==> config.mk <==
export PLATFORM = sky130hd
export DESIGN_NAME = async_fifo_wr_arbiter_flat
export DESIGN_NICKNAME = d
export VERILOG_FILES = /design/src/rtl/async_fifo_wr_arbiter_pkg.sv /design/src/rtl/async_fifo_wr_arbiter_if.sv /design/src/rtl/async_fifo_wr_arbiter_rr_priority_picker.sv /design/src/rtl/async_fifo_wr_arbiter.sv /design/src/flat_wrapper.sv
export SDC_FILE = /design/constraint.sdc
export NUM_CORES = 1
export LEC_CHECK = 0
export BUFFER_PORTS_ARGS = -buffer_cell sky130_fd_sc_hd__buf_2
export CELL_PAD_IN_SITES_DETAIL_PLACEMENT = 0
export CELL_PAD_IN_SITES_GLOBAL_PLACEMENT = 1
export CORE_MARGIN = 5
export CORE_UTILIZATION = 33
export DETAILED_ROUTE_END_ITERATION = 12
export GPL_TIMING_DRIVEN = 0
export HOLD_SLACK_MARGIN = 0.12
export PLACE_DENSITY_LB_ADDON = 0.1
export SLEW_MARGIN = 10
export SYNTH_ARGS = -nofsm -noshare
export SYNTH_HDL_FRONTEND = slang
export SYNTH_SLANG_ARGS = --single-unit
==> constraint.sdc <==
create_clock -name wclk -period 5.5 [get_ports wclk]
set_input_delay 1.1 -clock wclk [delete_from_list [all_inputs] [get_ports wclk]]
set_output_delay 1.1 -clock wclk [all_outputs]
set_load 0.02 [all_outputs]
==> src/rtl/async_fifo_wr_arbiter_pkg.sv <==
// Shared types and helpers for the async FIFO write-port arbiter.
// Optional burst-lock mode is enabled with ARB_BURST_LOCK_EN.
package async_fifo_arb_pkg;

   typedef enum logic {ARB_IDLE, ARB_LOCK} arb_state_e;

   localparam int MAXREQ = 16;

   function automatic int idx_w(input int n);
      return (n > 1) ? $clog2(n) : 1;
   endfunction

   // Returns {any, idx}: first set req after ptr, wrapping modulo n.
   function automatic logic [4:0] rr_next(
      input logic [MAXREQ-1:0] req,
      input logic [3:0]        ptr,
      input int                n
   );
      logic [4:0] r;
      int k;
      r = '0;
      for (int s = n; s >= 1; s--) begin
         k = (int'(ptr) + s) % n;
         if (req[k[3:0]]) r = {1'b1, k[3:0]};
      end
      return r;
   endfunction

endpackage

==> src/rtl/async_fifo_wr_arbiter_if.sv <==
// Requester/FIFO-side bundle of the write-port arbiter.
// Feature macro ARB_BURST_LOCK_EN does not affect this bundle.
interface async_fifo_wr_arbiter_if
   import async_fifo_arb_pkg::*;
#(
   parameter int NREQ   = 4,
   parameter int DWIDTH = 8
);
   logic [NREQ-1:0]        req;
   logic [NREQ*DWIDTH-1:0] req_data;
   logic [NREQ-1:0]        gnt;
   logic                   full;
   logic                   push;
   logic [DWIDTH-1:0]      wdata;
   logic [idx_w(NREQ)-1:0] owner;

   modport master (
      input  req, req_data, full,
      output gnt, push, wdata, owner
   );

   modport slave (
      output req, req_data, full,
      input  gnt, push, wdata, owner
   );
endinterface

==> src/rtl/async_fifo_wr_arbiter_rr_priority_picker.sv <==
// Rotating-priority one-hot encoder; search starts at ptr+1.
// Independent of ARB_BURST_LOCK_EN.
module rr_priority_picker
   import async_fifo_arb_pkg::*;
#(
   parameter  int NREQ = 4,
   localparam int IDXW = idx_w(NREQ)
) (
   input  logic [NREQ-1:0] req,
   input  logic [IDXW-1:0] ptr,
   output logic [NREQ-1:0] onehot,
   output logic [IDXW-1:0] idx,
   output logic            any
);
   logic [4:0] res;

   always_comb begin
      res    = rr_next(MAXREQ'(req), 4'(ptr), NREQ);
      any    = res[4];
      idx    = IDXW'(res[3:0]);
      onehot = any ? (NREQ'(1) << idx) : '0;
   end
endmodule

==> src/rtl/async_fifo_wr_arbiter.sv <==
// Round-robin arbiter for the async FIFO write port, one output register.
// Define ARB_BURST_LOCK_EN to keep a grant for up to BURST words.
module async_fifo_wr_arbiter
   import async_fifo_arb_pkg::*;
#(
   parameter int NREQ   = 4,
   parameter int DWIDTH = 8,
   parameter int BURST  = 4
) (
   input logic                      wclk,
   input logic                      reset_L,
   async_fifo_wr_arbiter_if.master  bus
);
   localparam int IDXW = idx_w(NREQ);

   if (BURST < 1 || NREQ < 2 || NREQ > MAXREQ) begin : g_param_chk
      $error("async_fifo_wr_arbiter: bad parameter");
   end

   logic              valid_q;
   logic [DWIDTH-1:0] data_q;
   logic [IDXW-1:0]   owner_q;
   logic [IDXW-1:0]   rr_ptr;
   logic [IDXW-1:0]   rr_ptr_d;
   logic [IDXW-1:0]   pick_ptr;
   logic [IDXW-1:0]   pick_idx;
   logic [IDXW-1:0]   acc_idx;
   logic [NREQ-1:0]   pick_onehot;
   logic              pick_any;
   logic              slot_free;
   logic              gnt_en;
   logic              accept;
   logic              lock_hold;

   rr_priority_picker #(.NREQ(NREQ)) u_pick (
      .req    (bus.req),
      .ptr    (pick_ptr),
      .onehot (pick_onehot),
      .idx    (pick_idx),
      .any    (pick_any)
   );

   assign slot_free = ~valid_q | ~bus.full;
   assign gnt_en    = reset_L & slot_free;
   assign accept    = gnt_en & (lock_hold | pick_any);
   assign bus.push  = valid_q & ~bus.full;
   assign bus.wdata = data_q;
   assign bus.owner = owner_q;

   always_comb begin
      bus.gnt = '0;
      acc_idx = lock_hold ? owner_q : pick_idx;
      if (gnt_en) begin
         bus.gnt = lock_hold ? (NREQ'(1) << owner_q) : pick_onehot;
      end
   end

`ifdef ARB_BURST_LOCK_EN
   localparam int BW = $clog2(BURST + 1);

   arb_state_e      state;
   arb_state_e      state_d;
   logic [BW-1:0]   burst_cnt;
   logic [BW-1:0]   burst_cnt_d;

   assign lock_hold = (state == ARB_LOCK) && bus.req[owner_q]
                      && (burst_cnt < BW'(BURST));
   // When a lock ends, the next search already starts after the old owner.
   assign pick_ptr  = (state == ARB_LOCK) ? owner_q : rr_ptr;

   always_ff @(posedge wclk or negedge reset_L) begin
      if (!reset_L) begin
         state     <= ARB_IDLE;
         burst_cnt <= '0;
      end else begin
         state     <= state_d;
         burst_cnt <= burst_cnt_d;
      end
   end

   always_comb begin
      state_d     = state;
      burst_cnt_d = burst_cnt;
      rr_ptr_d    = rr_ptr;
      if (state == ARB_LOCK && !lock_hold) begin
         state_d  = ARB_IDLE;
         rr_ptr_d = owner_q;
      end
      if (accept) begin
         state_d     = ARB_LOCK;
         burst_cnt_d = lock_hold ? burst_cnt + 1'b1 : BW'(1);
      end
   end
`else
   assign lock_hold = 1'b0;
   assign pick_ptr  = rr_ptr;

   always_comb begin
      rr_ptr_d = rr_ptr;
      if (accept) rr_ptr_d = acc_idx;
   end
`endif

   always_ff @(posedge wclk or negedge reset_L) begin
      if (!reset_L) begin
         valid_q <= 1'b0;
         data_q  <= '0;
         owner_q <= '0;
         rr_ptr  <= IDXW'(NREQ - 1);
      end else begin
         rr_ptr <= rr_ptr_d;
         if (accept) begin
            valid_q <= 1'b1;
            data_q  <= bus.req_data[acc_idx*DWIDTH +: DWIDTH];
            owner_q <= acc_idx;
         end else if (bus.push) begin
            valid_q <= 1'b0;
         end
      end
   end
endmodule

==> src/flat_wrapper.sv <==
// flat-port wrapper written by rule: the top's interface ports become plain ports
module async_fifo_wr_arbiter_flat import async_fifo_arb_pkg::*;
#(
   parameter int NREQ   = 4,
   parameter int DWIDTH = 8,
   parameter int BURST  = 4
)
  (wclk, reset_L, bus_req, bus_req_data, bus_full, bus_gnt, bus_push, bus_wdata, bus_owner);
  async_fifo_wr_arbiter_if #(.NREQ(NREQ), .DWIDTH(DWIDTH)) bus_i ();
  input logic wclk;
  input logic reset_L;
  input wire logic [$bits(bus_i.req)-1:0] bus_req;
  input wire logic [$bits(bus_i.req_data)-1:0] bus_req_data;
  input wire logic [$bits(bus_i.full)-1:0] bus_full;
  output wire logic [$bits(bus_i.gnt)-1:0] bus_gnt;
  output wire logic [$bits(bus_i.push)-1:0] bus_push;
  output wire logic [$bits(bus_i.wdata)-1:0] bus_wdata;
  output wire logic [$bits(bus_i.owner)-1:0] bus_owner;
  assign bus_i.req = bus_req;
  assign bus_i.req_data = bus_req_data;
  assign bus_i.full = bus_full;
  assign bus_gnt = bus_i.gnt;
  assign bus_push = bus_i.push;
  assign bus_wdata = bus_i.wdata;
  assign bus_owner = bus_i.owner;
  async_fifo_wr_arbiter #(.NREQ(NREQ), .DWIDTH(DWIDTH), .BURST(BURST)) u_core (.wclk(wclk), .reset_L(reset_L), .bus(bus_i));
endmodule
==> impl_metrics.yaml, run 1 <==
status:
  status: "complete, no violations"
routing:
  first_pass_iters: 3
  drt_iter0_drc: 27
  routed_via_density: 4.923
  drt_wl_total_mm: 2.327
  drc: 0
  antenna_left: 0
  via_count: 827
  wire_per_inst_um: 13.85
clocking:
  path_clk_slew_ps: 90
  cts_buffer_depth: 2
  cts_max_level: 1
  cts_setup_buffers: 0
  cts.repair.resized: 0
  cts.hold.buffers_added: 0
  cts_buffers: 3
  clock_sinks: 13
  cts_tree: "built"
  insertion_delay_ps: 280
  cts_root_buffer: "clkbuf_4"
grt:
  grt_pass1_vias: 777
  grt_overflow: 0
  grt_antenna_before_repair: 0
  grt_max_degree: 15
  grt_pass1_wl_mm: 3.415
  grt_use_total_pct: 12.26
synth:
  syn_area_um2: 893.4
  syn_inst: 81
  syn_nets: 120
  ys_seq_area_share_pct: 36.69
  avgSynthCellArea_um2: 11.03
  synth.distinct_cells: 26
  yosys_register_bits: 13
  ys_warn_count: 0
sta:
  fin_setup_tns_ps: 0
  finalCriticalPeriod_ps: 3851
  tightest_slew_ps: 578.8
  slew_headroom_pct: 61.37
  hold_viol: 0
  final.setup.worst_slack_ps: 1649
  setup_violations: 0
  rsz0062_at_grt: "false"
  min_period_over_period_pct: 70.02
  skew_ps: 3.864
  maxSlewViolCount: 0
  worst_hold_slack_ps: 482.9
  fmax_mhz: 259.7
critical_path:
  arrival_ps: 2750
  worst_r2r_startpoint: "u_core.pick_ptr[1]"
  path_cells: "buf_2, o21ai_0, o21ai_0, a211oi_1, and2_1, buf_4, nor2b_1, buf_2"
  worst-path-max-fanout: 10
  cp.required_ps: 4400
  rrSetupSlack_ps: 3450
  critical_path_buf_inv_count: 3
  critPathTopFamily: "compound AO/OA/AOI/OAI gates"
  cp.depth: 8
  worstReg2RegEnd: "u_core.bus.wdata[6]"
  rr_worst_depth: 7
  end_kind: "output pin"
  slowest_stage: "a211oi_1"
  crit_type: "input pin to output pin"
  slowest_delay_ps: 490
  startpoint_type: "input pin"
floorplan:
  initial_core_util_pct: 35.42
  coreArea_um2: 2522
  io_pins: 54
  rows: 18
  dieHeight_um: 62.03
  fp.dieW_um: 62.03
  die-area_um2: 3848
cells_and_area:
  multi_input_area_um2: 516.7
  diodes: 0
  layout.cells.non_filler: 168
  final_core_util_pct: 48.51
  fill_cells: 271
  layout-drive-gt1-share_pct: 55.07
  seq_area_um2: 327.8
  most-common-layout-cells: "53 x buf_2, 17 x mux2i_1, 12 x nor2_1"
  nNetsFinal: 178
  area_growth_pct: 36.97
  final_common_cell: "buf_2"
  fin_area_um2: 1224
min_path:
  hold_start: "u_core.bus.owner[1]"
  whs_endpoint: "u_core.bus.owner[1]"
  worstHoldPathType: "flip-flop to flip-flop"
  hold_path_depth: 1
placed_design:
  postPlaceCellArea_um2: 1196
  preCtsSetupSlack_ps: 1618
  io_buffers: 53
  place_inst: 164
  place_hpwl_mm: 1.863
  gp_congestion: 0.7249
run:
  drv_cap: 0
power:
  peakVddDrop_v: 0.0002026
  powerDensity_nw_per_um2: 343.2
  p_leak_nw: 0.6285
  total_power_mw: 0.4200
where the power goes:
group | internal, mW | leakage, nW | switching (mW)
logic | 0.0954 | 0.468 | 0.120
registers | 0.127 | 0.143 | 0.0155
clock network | 0.0270 | 0.0177 | 0.0349
worst reg2reg max path, cell delays in order, from the launching register on:
cell and delay [ps]:
dfstp_2 530, buf_6 110, mux2i_1 190, nor2_1 80, a311oi_4 410, buf_4 270, mux2i_1 240, a221oi_2 80
metal layers:
layer  vias up  part of all wire [%]  GRT usage [%]  wire (µm)
li1        416                     -              -          -
met1       375                    43          15.34       1004
met2        32                    47          20.56       1099
met3         4                   8.7          2.066        202
met4         0                  0.90          5.455         21
met5         -                     0              0          0
cell families (layout without fill, tap and decap cells):
kind of cell	Yosys count	after routing	share of synthesized area, %
compound gates	21	21	26.05
buf+inv	6	63	5.460
flops	13	13	36.69
mux	17	17	19.05
simple gates	24	24	12.75
worst max-delay path by stage:
| stage | slack, ps | start | endpoint |
|---|---|---|---|
| CTS | 1610 | bus_req[1] | bus_gnt[3] |
| floorplan | 1940 | bus_req[1] | bus_gnt[3] |
| finish | 1650 | bus_req[1] | bus_gnt[3] |
| detailed placement | 1620 | bus_req[1] | bus_gnt[3] |
| global placement | 1640 | bus_req[1] | bus_gnt[3] |
| global route | 1430 | bus_req[1] | bus_gnt[3] |
state kept, by name (all words and copies together) (netlist names):
register and cells:
u_core.bus.wdata 8, u_core.bus.owner 2, u_core.pick_ptr 2, u_core.valid_q 1
layout make-up:
type	instances	share of cell area, %
multi-input combinational	62	42.23
sequential	13	26.79
timing repair buffer	53	21.68
buffer	5	3.681
tap	30	3.067
clock buffer	3	1.840
clock inverter	1	0.4090
inverter	1	0.3067
cells in the mapped netlist:
master	count	area, µm²
clkbuf_1	1	3.750
and2_1	2	12.51
buf_8	1	15.01
a21o_1	1	7.510
nand2b_1	3	18.77
a211oi_1	1	7.510
mux2i_1	17	170.2
o41ai_2	1	16.27
o21ai_0	2	10.01
dfrtp_1	11	275.3
nor2_2	1	6.260
dfstp_2	2	52.55
o21bai_1	1	7.510
inv_1	1	3.750
a21o_2	1	8.760
nand2_1	2	7.510
a311oi_4	1	26.28
and3_1	1	6.260
nor2_1	12	45.04
nor2b_1	2	12.51
a21oi_1	4	20.02
nor3_1	1	5.000
a21oi_2	1	8.760
buf_4	2	15.01
a221oi_2	8	120.1
buf_6	1	11.26
Note: power is estimated with default switching activity, not from simulation.
==> run 2, diff against run 1 <==
- ABC_AREA: not set -> 1
- CORE_UTILIZATION: 33 -> 28
- clock period: 5.5 -> 3.35 ns (I/O delays scaled with it)
==> run 2 against run 1 <==
Compared with the run above: register-to-register slack worse by 2100 ps; first-iteration DRC count is 33% higher; sequential power grew 96%; synthesized cell count rose to 2.5 times the previous value; non-clock buffer count increased by 2; setup slack got worse by 1200 ps; via count up 63%; sequential share of layout area fell by 6.2 points; worst hold slack lost 170 ps; clock skew fell by 0.83 ps.
==> impl_metrics.yaml, run 2 <==
status:
  status: "complete, no violations"
floorplan:
  fp.dieW_um: 76.01
  coreArea_um2: 4294
  io_pins: 54
  initial_core_util_pct: 28.41
  rows: 24
  dieHeight_um: 76.01
  die-area_um2: 5777
clocking:
  cts_buffers: 3
  cts.hold.buffers_added: 0
  cts_buffer_depth: 2
  cts.repair.resized: 0
  cts_root_buffer: "clkbuf_8"
  cts_tree: "built"
  cts_max_level: 1
  path_clk_slew_ps: 50
  cts_setup_buffers: 0
  insertion_delay_ps: 240
  clock_sinks: 13
power:
  p_leak_nw: 1.035
  p_comb_share_pct: 75.9
  p_seq_share_pct: 16.2
  switching_share_pct: 53.66
  total_power_mw: 1.718
  p_clk_share_pct: 7.9
  peakVddDrop_v: 0.0002673
  p_int_mw: 0.7961
  switchingPower_mw: 0.9219
  powerDensity_nw_per_um2: 1077
synth:
  ys_seq_area_share_pct: 26.87
  ys_top_cells_by_count: "72 x nand2_1, 42 x inv_1, 35 x nand3_1"
  synth.distinct_cells: 21
  synth_top_area_share_pct: 22.56
  netlist.top_cell.by_area: "dfrtp_1"
  avgSynthCellArea_um2: 5.951
  yosys_register_bits: 13
  synth_flop_cell: "dfrtp_1"
  syn_nets: 244
  syn_area_um2: 1220
  syn_inst: 205
  synthTopCellsByArea: "dfrtp_1 23%, nand2_1 22%, nand3_1 14%"
  synthArstFlopShare_pct: 100.0
  yosys.cell_count.top_type: "nand2_1"
  ys_warn_count: 0
  synth_edf_count: 0
routing:
  drc: 0
  first_pass_iters: 4
  drt_wl_total_mm: 3.363
  routed_via_density: 4.293
  antenna_left: 0
  drt_iter0_drc: 36
  via_count: 1348
  wire_per_inst_um: 10.71
sta:
  setup_violations: 0
  slew_headroom_pct: 79.98
  hold_viol: 0
  finalCriticalPeriod_ps: 2881
  skew_ps: 3.034
  maxSlewViolCount: 0
  fmax_mhz: 347.1
  tightest_slew_ps: 300.3
  worst_hold_slack_ps: 312.8
  min_period_over_period_pct: 85.99
  fin_setup_tns_ps: 0
  rsz0062_at_grt: "false"
cells_and_area:
  most-common-layout-cells: "72 x nand2_1, 54 x buf_2, 42 x inv_1"
  layout-drive-gt1-share_pct: 33.97
  final_core_util_pct: 37.15
  largest_reg_flops: 8
  final_common_cell: "nand2_1"
  fill_cells: 519
  area_growth_pct: 30.77
  nNetsFinal: 302
  fin_area_um2: 1595
  diodes: 0
placed_design:
  gp_congestion: 0.7681
  io_buffers: 53
  postPlaceCellArea_um2: 1550
  place_hpwl_mm: 2.805
grt:
  grt_max_degree: 15
  grt_pass1_wl_mm: 5.823
  grt_use_total_pct: 11.77
  grt_antenna_before_repair: 0
  grt_overflow: 0
  grt_pass1_vias: 1403
critical_path:
  rrSetupSlack_ps: 1380
  cp.required_ps: 2680
  startpoint_type: "flip-flop"
  end_kind: "output pin"
  worst-path-max-fanout: 10
  arrival_ps: 2210
  rr_worst_depth: 14
  crit_type: "flip-flop to output pin"
min_path:
  worstHoldPathType: "input pin to asynchronous set/reset pin"
run:
  drv_cap: 0
==> run 2: cell types whose count changed after synthesis, moves of 5 or more <==
cell      delta
mux2i_1     -17
nor2_1       -5
a221oi_2     -8
inv_1       +41
nand2_2     +16
nand3_1     +35
nand2_1     +70
==> run 2: through the flow <==
stage,worst slack (ps),instances
finish,469.3,314
global route,251.1,314
CTS,429.6,314
global placement,565.4,310
floorplan,842.0,205
detailed placement,591.9,310
==> run 2: cells by family (layout without fill, tap and decap cells) <==
group                  Yosys count  in the layout  synth area share, %
AND/OR/NAND/NOR                135            135                51.18
buffers and inverters           53            110                20.00
flip-flops                      13             13                26.87
AO/OA/AOI/OAI                    4              4                1.948
==> run 2: area by class of cell <==
cell class | instances | area, µm² | share of cell area (%)
multi-input combinational | 139 | 648.1 | 40.63
sequential | 13 | 327.8 | 20.55
timing repair buffer | 53 | 265.3 | 16.63
inverter | 46 | 177.7 | 11.14
buffer | 7 | 66.31 | 4.157
tap | 52 | 65.06 | 4.078
clock buffer | 4 | 45.04 | 2.824
==> run 2: final timing paths <==
kind | endpoint | startpoint
worst max-delay path | bus_gnt[0] | u_core.pick_ptr[0]
worst min-delay path | u_core.bus.wdata[2] | reset_L
min in group wclk | u_core.bus.owner[1] | u_core.bus.owner[1]
worst min register to register | u_core.bus.owner[1] | u_core.bus.owner[1]
max in group asynchronous | u_core.pick_ptr[1] | reset_L
worst max register to register | u_core.bus.wdata[4] | u_core.pick_ptr[0]
==> run 2: worst max-delay path, stage by stage (launching register included) <==
cell and delay (ps):
dfstp_2 520, buf_6 140, inv_6 60, nand2_1 60
nand3_1 110, nand2_1 90, inv_1 40, nand2_2 80
nand2_2 70, nand2_4 110, nand2_4 110, buf_12 160
inv_1 70, nand2_1 60, nor2_1 120, buf_2 180
==> run 2: power by group through the flow <==
| stage | logic, mW | clock network (mW) | registers (mW) |
|---|---|---|---|
| after CTS | 1.33 | 0.142 | 0.280 |
| after global placement | 1.33 | 0 | 0.282 |
| after floorplan | 0.938 | 0 | 0.351 |
| final | 1.30 | 0.135 | 0.279 |
| after detailed placement | 1.33 | 0 | 0.280 |
| after global routing | 1.47 | 0.154 | 0.289 |
==> run 2: metal layers <==
layer  wire length [µm]  vias up  track usage, %
met3                217        0           3.664
met5                  0        -               0
met2               1696       44           21.49
met4                  0        0           1.601
met1               1449      581           13.59
li1                   -      723               -
==> run 3, diff against run 2 <==
- CAP_MARGIN: not set -> 40
- RECOVER_POWER: not set -> 25
==> run 3 against run 2 <==
Compared with the run above: largest cell class unchanged; global-route usage unchanged; largest power group unchanged; sequential share of layout area barely moved; via count about the same.
==> impl_metrics.yaml, run 3 (synthesis gave the netlist of run 2 again) <==
clocking:
  cts_buffer_depth: 2
  path_clk_slew_ps: 50
  cts_setup_buffers: 0
  cts_root_buffer: "clkbuf_8"
  cts_buffers: 3
  cts_tree: "built"
  cts.repair.resized: 0
  cts_max_level: 1
  clock_sinks: 13
  cts.hold.buffers_added: 0
  insertion_delay_ps: 240
critical_path:
  cp-endpoint: "bus_gnt[0]"
  startpoint_type: "flip-flop"
  cp.required_ps: 2680
  crit_type: "flip-flop to output pin"
  worstReg2RegEnd: "u_core.bus.wdata[4]"
  rrSetupSlack_ps: 1380
  path_cells: "buf_6, inv_6, nand2_1, nand3_1, nand2_1, inv_1, nand2_2, nand2_2, nand2_4, nand2_4, buf_12, inv_1, nand2_1, nor2_1, buf_2"
  worst-path-max-fanout: 10
  startpoint: "u_core.pick_ptr[0]"
  slowest_stage: "dfstp_2"
  arrival_ps: 2210
  cpMostUsedCell: "nand2_1"
  rr_worst_depth: 14
  worst_r2r_startpoint: "u_core.pick_ptr[0]"
  slowest_delay_ps: 520
  end_kind: "output pin"
placed_design:
  gp_congestion: 0.7681
  io_buffers: 53
  postPlaceCellArea_um2: 1550
  place_hpwl_mm: 2.805
  place_inst: 310
  preCtsSetupSlack_ps: 591.9
grt:
  grt_use_total_pct: 11.77
  grt_antenna_before_repair: 0
  grt_max_degree: 15
  grt_overflow: 0
  grt_pass1_wl_mm: 5.823
  grt_pass1_vias: 1403
sta:
  skew_ps: 3.034
  min_period_over_period_pct: 85.99
  tightest_slew_ps: 711.7
  fmax_mhz: 347.1
  hold_viol: 0
  finalCriticalPeriod_ps: 2881
  maxSlewViolCount: 0
  final.setup.worst_slack_ps: 469.3
  setup_violations: 0
  slew_headroom_pct: 52.55
  fin_setup_tns_ps: 0
  rsz0062_at_grt: "false"
  worst_hold_slack_ps: 457.7
cells_and_area:
  fin_area_um2: 1594
  fill_cells: 518
  most-common-layout-cells: "72 x nand2_1, 53 x buf_2, 42 x inv_1"
  layout-drive-gt1-share_pct: 33.59
  layout.cells.non_filler: 314
  final_common_cell: "nand2_1"
  area_growth_pct: 30.67
  nNetsFinal: 302
  largest_reg_flops: 8
  diodes: 0
floorplan:
  coreArea_um2: 4294
  dieHeight_um: 76.01
  fp.dieW_um: 76.01
  io_pins: 54
  die-area_um2: 5777
  rows: 24
  initial_core_util_pct: 28.41
routing:
  antenna_left: 0
  wire_per_inst_um: 10.71
  drt_wl_total_mm: 3.362
  drc: 0
  routed_via_density: 4.296
  drt_iter0_drc: 36
  first_pass_iters: 4
  via_count: 1349
min_path:
  worstHoldPathType: "input pin to asynchronous set/reset pin"
run:
  drv_cap: 0
status:
  status: "complete, no violations"
power:
  p_leak_nw: 1.032
  powerDensity_nw_per_um2: 1078
  peakVddDrop_v: 0.0002673
-- run 3: how the worst min path moves through the flow --
stage	start	endpoint	slack, ps	cells past startpoint
floorplan	reset_L	u_core.bus.owner[0]	370	0
global placement	u_core.bus.owner[1]	u_core.bus.owner[1]	450	2
detailed placement	u_core.bus.owner[1]	u_core.bus.owner[1]	450	2
CTS	reset_L	u_core.bus.wdata[0]	320	1
global route	u_core.bus.wdata[4]	u_core.bus.wdata[4]	490	2
finish	reset_L	u_core.bus.wdata[2]	460	1
-- run 3: layout make-up --
cell class	instances	area, µm²	share of cell area, %
Buffer	7	66.31	4.160
Clock buffer	4	45.04	2.826
Sequential cell	13	327.8	20.57
Tap cell	52	65.06	4.082
Timing Repair Buffer	53	264.0	16.56
Multi-Input combinational cell	139	648.1	40.66
Inverter	46	177.7	11.15
-- run 3: metal layers --
metal	track usage (%)	share of wire, %	vias up
met5	0	0	-
met4	1.601	0	0
met3	3.664	6.5	0
met2	21.49	50	44
met1	13.59	43	581
li1	-	-	724
-- run 3: through the flow --
stage | utilization [%] | power (mW)
3_5_place_dp | 36.10 | 1.611
2_1_floorplan | - | 1.289
6_report | 37.12 | 1.718
4_1_cts | 37.15 | 1.754
3_3_place_gp | 36.10 | 1.613
5_1_grt | 37.12 | 1.915
-- run 3: report_power, final --
| part | internal [mW] | switching (mW) |
|---|---|---|
| sequential | 0.241 | 0.0376 |
| clock | 0.0837 | 0.0517 |
| combinational | 0.471 | 0.832 |
| total | 0.796 | 0.922 |
-- run 3: worst max-delay path: cells and delay by family (launching register included) --
family / cells / cell delay (ps)
buffers and inverters: 6 / 650
flip-flops: 1 / 520
AND/OR/NAND/NOR: 9 / 810
